===== src/rtl/hack_pkg.sv =====
// Shared datapath types for the Hack-style word path.
// Holds the word width, word type and 2-bit select encodings.
package hack_pkg;

  localparam int WORD_W = 16;

  typedef logic [WORD_W-1:0] word_t;

  localparam logic [1:0] SEL_I0 = 2'b00;
  localparam logic [1:0] SEL_I1 = 2'b01;
  localparam logic [1:0] SEL_I2 = 2'b10;
  localparam logic [1:0] SEL_I3 = 2'b11;

endpackage


===== src/rtl/mux2_way16.sv =====
// 2:1 word multiplexer, purely combinational (zero latency, no backpressure).
// An unknown select drives all-X rather than favouring either input.
module mux2_way16 #(
  parameter int WIDTH = 16
) (
  input  logic [WIDTH-1:0] a,
  input  logic [WIDTH-1:0] b,
  input  logic             s,
  output logic [WIDTH-1:0] y
);

  always_comb begin
    y = 'x;
    case (s)
      1'b0:    y = a;
      1'b1:    y = b;
      default: y = 'x;
    endcase
  end

endmodule


===== src/rtl/mux4_way16.sv =====
// 4:1 word multiplexer: combinational o (zero latency) plus registered o_q (1 cycle).
// No enable or handshake; o_q reloads every edge and clears asynchronously on reset.
module mux4_way16
  import hack_pkg::*;
#(
  parameter int               WIDTH     = WORD_W,
  parameter logic [WIDTH-1:0] RESET_VAL = '0
) (
  input  logic             clk,
  input  logic             rst_n,
  input  logic [WIDTH-1:0] i0,
  input  logic [WIDTH-1:0] i1,
  input  logic [WIDTH-1:0] i2,
  input  logic [WIDTH-1:0] i3,
  input  logic [1:0]       sel,
  output logic [WIDTH-1:0] o,
  output logic [WIDTH-1:0] o_q
);

  logic [WIDTH-1:0] w_lo;
  logic [WIDTH-1:0] w_hi;
  logic [WIDTH-1:0] w_sel;
  logic [WIDTH-1:0] r_q;

  // sel[0] picks within each pair, sel[1] picks the pair
  mux2_way16 #(.WIDTH(WIDTH)) u_mux_lo (.a(i0),   .b(i1),   .s(sel[0]), .y(w_lo));
  mux2_way16 #(.WIDTH(WIDTH)) u_mux_hi (.a(i2),   .b(i3),   .s(sel[0]), .y(w_hi));
  mux2_way16 #(.WIDTH(WIDTH)) u_mux_out(.a(w_lo), .b(w_hi), .s(sel[1]), .y(w_sel));

  always_ff @(posedge clk or negedge rst_n) begin
    if (!rst_n) begin
      r_q <= RESET_VAL;
    end else begin
      r_q <= w_sel;
    end
  end

  assign o   = w_sel;
  assign o_q = r_q;

endmodule


===== config.mk =====
export PLATFORM = sky130hd
export DESIGN_NAME = mux4_way16
export DESIGN_NICKNAME = d
export VERILOG_FILES = /design/src/rtl/hack_pkg.sv /design/src/rtl/mux2_way16.sv /design/src/rtl/mux4_way16.sv
export SDC_FILE = /design/constraint.sdc
export NUM_CORES = 1
export LEC_CHECK = 0
export CAP_MARGIN = 20
export CORE_MARGIN = 2
export CORE_UTILIZATION = 26
export CTS_CLUSTER_DIAMETER = 200
export DETAILED_ROUTE_END_ITERATION = 10
export PLACE_DENSITY = 0.85
export SYNTH_ARGS = -nofsm -noshare
export SYNTH_HDL_FRONTEND = slang
export SYNTH_SLANG_ARGS = --single-unit

===== constraint.sdc =====
create_clock -name clk -period 1.3 [get_ports clk]
set_input_delay 0.13 -clock clk [delete_from_list [all_inputs] [get_ports clk]]
set_output_delay 0.13 -clock clk [all_outputs]
set_load 0.05 [all_outputs]

==> run summary, run 1 <==
Most frequent cells in the layout = dlygate4sd2_1, buf_12, buf_8
Die W = 60.32 um
Tightest Pin Transition = 0.2067 ns
GRT Overall Usage = 0.2053
Row count = 20
Average cell area after synthesis = 22.90 sq um
Final net count = 223
Area growth syn-to-layout = 164.8%
GP Congestion = 0.7192
Hold Crit Class = input port to async pin
CP required = 1.17 ns
Final Cell Area = 0.002183 sq mm
WL per Instance = 18.82 um
Routed Antenna Nets = 0
DR iter-0 viols = 46
Lkg Pwr = 1.037 nW
RSZ-0062 raised after global routing = false
Setup violators final = 0
CTS Buf Count = 3
Syn Inst Count = 36
ANT cells = 0
Synth unique cells = 6
Largest net degree at the start of global routing = 17
Placed insts = 187
Placement Setup Slack = -0.4727 ns
Post-Syn Area = 824.5 sq um
IO Port Bufs = 99
IR drop worst, VDD = 0.3281 mV
Non-Filler Instances = 197
Clock root buffer = clkbuf_4
CTS tree = done
Worst hold slack = 0.1547 ns
Worst Path Class, Setup = input port to primary output
H-tree levels = 1
Total power = 1.986 mW
Power Dens Cells = 909.6 mW/mm^2
Die Area = 0.003638 sq mm
Fin crit period = 1.274 ns
Max FFs per register = 16
Vias in the first global route = 1040
Syn Nets = 104
Endpoints failing hold = 0
Fmax = 0.7851 GHz
Layout cell share with drive strength beyond 1 = 0.4706
Max Slew Vio Count = 0
DRC viols = 0
Worst setup EP type = primary output
Clk slew on worst S/H paths = 0.10 ns
Worst EP arrival = 1.14 ns
First-pass GRT wire length = 5223 um
YS warnings = 0
Worst relative slew slack = 0.8622
CTS Hold Bufs = 0
Worst setup margin = 0.02633 ns
Fin crit share = 0.9797
Remaining Overflow, GRT = 0
Vert. Die Dim = 60.32 um
CORE AREA = 0.003028 sq mm
Status = finished, final reports clean
Vias per cell = 4.553
CTS sink cnt = 16
Number of max-cap violations = 0
Initial antenna violation count = 0
Placed instance area = 0.002052 sq mm
Commonest non-fill, non-tap cell in the layout = dlygate4sd2_1
Sequential share of the synthesized area = 0.4856
CTS Buffer Depth = 2
Via count = 897
Setup TNS = 0 ns
Util after Layout = 0.7211
Starting density of the core = 0.2723
DRT Pass-1 Iters = 2
Ports = 100
Number of synthesized register bits = 16
DP HPWL = 2891 um
Setup crit start kind = input port
Maximum fanout along the worst path = 8
Drt total wl = 3707 um
## layout make-up
type                       instances  area, sq um
sequential                        16        400.4
multi-input combinational         16        360.3
clock buffer                       3        22.52
fill                             221        844.6
tap                               44        55.05
timing repair buffer             118         1345
## where the power goes
| part | total (mW) | internal, mW | switching (mW) |
|---|---|---|---|
| Clock | 0.254 | 0.107 | 0.147 |
| Combinational | 1.14 | 0.587 | 0.552 |
| Sequential | 0.593 | 0.548 | 0.0442 |
| Total | 1.99 | 1.24 | 0.743 |
## cell families after synthesis
kind of cell           after synthesis  synth area share
buffers and inverters                4           0.05008
DFF                                 16            0.4856
muxes                               16            0.4643
## worst max-delay path, stage by stage
cell,delay (ns)
clkdlybuf4s15_2,0.22
bufbuf_16,0.28
mux4_2,0.34
buf_8,0.18
## Yosys cell counts (all sizes together)
library cell	n	share of area
mux4	16	0.46
buf	4	0.050
dfrtp	16	0.49
## routing by layer
metal  vias up  share of wire  global-route usage
met2        51           0.60              0.3960
met3         6          0.063             0.04978
met1       451           0.32              0.2222
met5         -              0                   0
met4         0          0.012             0.05079
li1        389              -                   -
## worst max path at each step
| stage | slack [ns] | end | depth (start not counted) | start |
|---|---|---|---|---|
| after floorplan | 0.002 | o_q[0]$_DFF_PN0_ | 2 | sel[0] |
| final | 0.03 | o[4] | 4 | sel[1] |
| after global routing | 0.02 | o[4] | 4 | sel[1] |
| after CTS | 0.01 | o[5] | 4 | sel[0] |
| after global placement | -0.42 | o[12] | 4 | sel[0] |
| after detailed placement | -0.47 | o[5] | 4 | sel[0] |
## timing repair
item / CTS / global route
resized for setup: 113 / 2
gates cloned: 2 / 0
buffers inserted: 4 / 1
setup endpoints to repair: 24 / 4
Power figures use the tool's default switching activity.
==> inputs of run 2 (changes only) <==
--- a/config.mk
+++ b/config.mk
@@ -7,10 +7,10 @@
 export LEC_CHECK = 0
 export CAP_MARGIN = 20
 export CORE_MARGIN = 2
-export CORE_UTILIZATION = 26
+export CORE_UTILIZATION = 23
 export CTS_CLUSTER_DIAMETER = 200
 export DETAILED_ROUTE_END_ITERATION = 10
-export PLACE_DENSITY = 0.85
+export PLACE_DENSITY = 0.8
 export SYNTH_ARGS = -nofsm -noshare
 export SYNTH_HDL_FRONTEND = slang
 export SYNTH_SLANG_ARGS = --single-unit
==> constraint.sdc (replaced) <==
create_clock -name clk -period 1.04 [get_ports clk]
set_input_delay 0.104 -clock clk [delete_from_list [all_inputs] [get_ports clk]]
set_output_delay 0.104 -clock clk [all_outputs]
set_load 0.05 [all_outputs]
==> run summary, run 2 (synthesized netlist as in run 1, its figures left out) <==
CP required = 0.94 ns (was 1.17 ns)
First-pass GRT wire length = 5623 um (was 5223 um)
Endpoints failing hold = 0 (unchanged)
ANT cells = 0 (unchanged)
H-tree levels = 1 (unchanged)
Commonest non-fill, non-tap cell in the layout = dlygate4sd2_1 (unchanged)
CTS sink cnt = 16 (unchanged)
IR drop worst, VDD = 0.3861 mV (was 0.3281 mV)
Final net count = 218 (was 223)
Vert. Die Dim = 63.88 um (was 60.32 um)
Starting density of the core = 0.2433 (was 0.2723)
Vias in the first global route = 1008 (was 1040)
DRT Pass-1 Iters = 4 (was 2)
WL per Instance = 19.17 um (was 18.82 um)
Tightest Pin Transition = 0.2060 ns (was 0.2067 ns)
IO Port Bufs = 99 (unchanged)
Initial antenna violation count = 0 (unchanged)
Slowest stage delay, CP = 0.55 ns (was 0.34 ns)
Die Area = 0.004080 sq mm (was 0.003638 sq mm)
Footprint of the multi-input gates = 360.3 sq um (unchanged)
Setup violators final = 16 (was 0)
Vias per cell = 4.431 (was 4.553)
Clock root buffer = clkbuf_4 (unchanged)
Hold Crit Class = input port to async pin (unchanged)
Largest net degree at the start of global routing = 17 (unchanged)
Placed instance area = 0.001977 sq mm (was 0.002052 sq mm)
Layout cell share with drive strength beyond 1 = 0.4564 (was 0.4706)
Failing checks = setup timing
Status = complete, but fails checks (was finished, final reports clean)
CTS Buffer Depth = 2 (unchanged)
CTS Buf Count = 3 (unchanged)
Max FFs per register = 16 (unchanged)
DR iter-0 viols = 32 (was 46)
Maximum fanout along the worst path = 8 (unchanged)
Fillers = 251 (was 221)
Fin crit share = 1.124
CORE AREA = 0.003390 sq mm (was 0.003028 sq mm)
GRT Overall Usage = 0.1921 (was 0.2053)
Crit-path slowest cell = mux4_2 (unchanged)
Area growth syn-to-layout = 164.6% (was 164.8%)
Drt total wl = 3739 um (was 3707 um)
Worst Path Class, Setup = input port to primary output (unchanged)
Final Cell Area = 0.002182 sq mm (was 0.002183 sq mm)
Fmax = 0.8556 GHz
Placement Setup Slack = -0.6348 ns (was -0.4727 ns)
Via count = 864 (was 897)
Most frequent cells in the layout = dlygate4sd2_1, buf_12, buf_8 (unchanged)
Worst path cell trace = buf_8, buf_12, mux4_2, buf_8 (was clkdlybuf4s15_2, bufbuf_16, mux4_2, buf_8)
Ports = 100 (unchanged)
Row count = 21 (was 20)
Setup crit start kind = input port (unchanged)
CTS Hold Bufs = 0 (unchanged)
RSZ-0062 raised after global routing = true (was false)
Util after Layout = 0.6438 (was 0.7211)
Non-Filler Instances = 195 (was 197)
Worst relative slew slack = 0.8627 (was 0.8622)
Placed insts = 180 (was 187)
Most used cell, CP = buf_8
Routed Antenna Nets = 0 (unchanged)
Max Slew Vio Count = 0 (unchanged)
Power Dens Cells = 1170 mW/mm^2 (was 909.6 mW/mm^2)
Clk slew on worst S/H paths = 0.09 ns (was 0.10 ns)
GP Congestion = 0.7263 (was 0.7192)
Number of max-cap violations = 0 (unchanged)
Register area = 400.4 sq um (unchanged)
Die W = 63.88 um (was 60.32 um)
Worst EP arrival = 1.06 ns (was 1.14 ns)
Remaining Overflow, GRT = 0 (unchanged)
DRC viols = 0 (unchanged)
Worst setup margin = -0.1288 ns (was 0.02633 ns)
CTS tree = done (unchanged)
Lkg Pwr = 1.023 nW (was 1.037 nW)
Worst setup EP type = primary output (unchanged)
Fin crit period = 1.169 ns
[run 2: cell count changes in the layout (fill, tap and decap cells not counted)]
cell,delta
buf_6,-2
buf_12,+1
buf_4,-5
clkbuf_8,+1
buf_16,+2
bufbuf_16,-1
[run 2: metal layers]
| layer | wire [um] | vias up | track usage |
|---|---|---|---|
| met4 | 28 | 0 | 0.06522 |
| met3 | 221 | 2 | 0.03697 |
| met5 | 0 | - | 0 |
| met2 | 2298 | 38 | 0.3815 |
| li1 | - | 381 | - |
| met1 | 1191 | 443 | 0.1959 |
[run 2: path summary, 6_finish.rpt]
check                      startpoint                end  slack, ns  depth (start not counted)
max in group asynchronous       rst_n  o_q[15]$_DFF_PN0_       0.68                          2
max                            sel[0]               o[0]      -0.13                          4
min                             rst_n  o_q[13]$_DFF_PN0_       0.17                          2
min in group clk                i0[4]   o_q[4]$_DFF_PN0_       0.30                          2
[run 2: power breakdown]
part,leakage (nW),internal (mW),switching (mW)
combinational,0.816,0.720,0.686
clock,0.0210,0.213,0.193
sequential,0.186,0.686,0.0546
total,1.02,1.62,0.934
[run 2: area by class of cell]
cell class / instances / area share
sequential: 16 / 0.1835
clock buffer: 4 / 0.01663
multi-input combinational: 16 / 0.1651
timing repair buffer: 113 / 0.6084
tap: 46 / 0.02638
[run 2: stage by stage]
| step | total power [mW] | TNS (ns) | hold WS, ns |
|---|---|---|---|
| 6_report | 2.552 | -1.820 | 0.1713 |
| 5_1_grt | 2.653 | -2.193 | 0.1993 |
| 4_1_cts | 2.561 | -1.897 | 0.1656 |
| 3_5_place_dp | 2.057 | -17.15 | 0.4860 |
| 3_3_place_gp | 2.040 | -16.85 | 0.4360 |
| 2_1_floorplan | 1.350 | -2.505 | -0.1916 |
[run 2: worst max-delay path, delay by kind of cell]
kind                   cells  cell delay (ns)
multiplexers               1             0.55
buffers and inverters      3             0.40
[run 2: repair_timing]
action,in CTS,in global routing
resized for setup,108,0
buffers inserted,7,2
setup endpoints to repair,32,16
gates cloned,2,0
==> inputs of run 3 (changes only) <==
--- a/config.mk
+++ b/config.mk
@@ -11,6 +11,7 @@
 export CTS_CLUSTER_DIAMETER = 200
 export DETAILED_ROUTE_END_ITERATION = 10
 export PLACE_DENSITY = 0.8
+export SETUP_SLACK_MARGIN = 0.1
 export SYNTH_ARGS = -nofsm -noshare
 export SYNTH_HDL_FRONTEND = slang
 export SYNTH_SLANG_ARGS = --single-unit
==> results of run 3 <==
The final DEF is identical to that of run 2; final timing and power are the same.
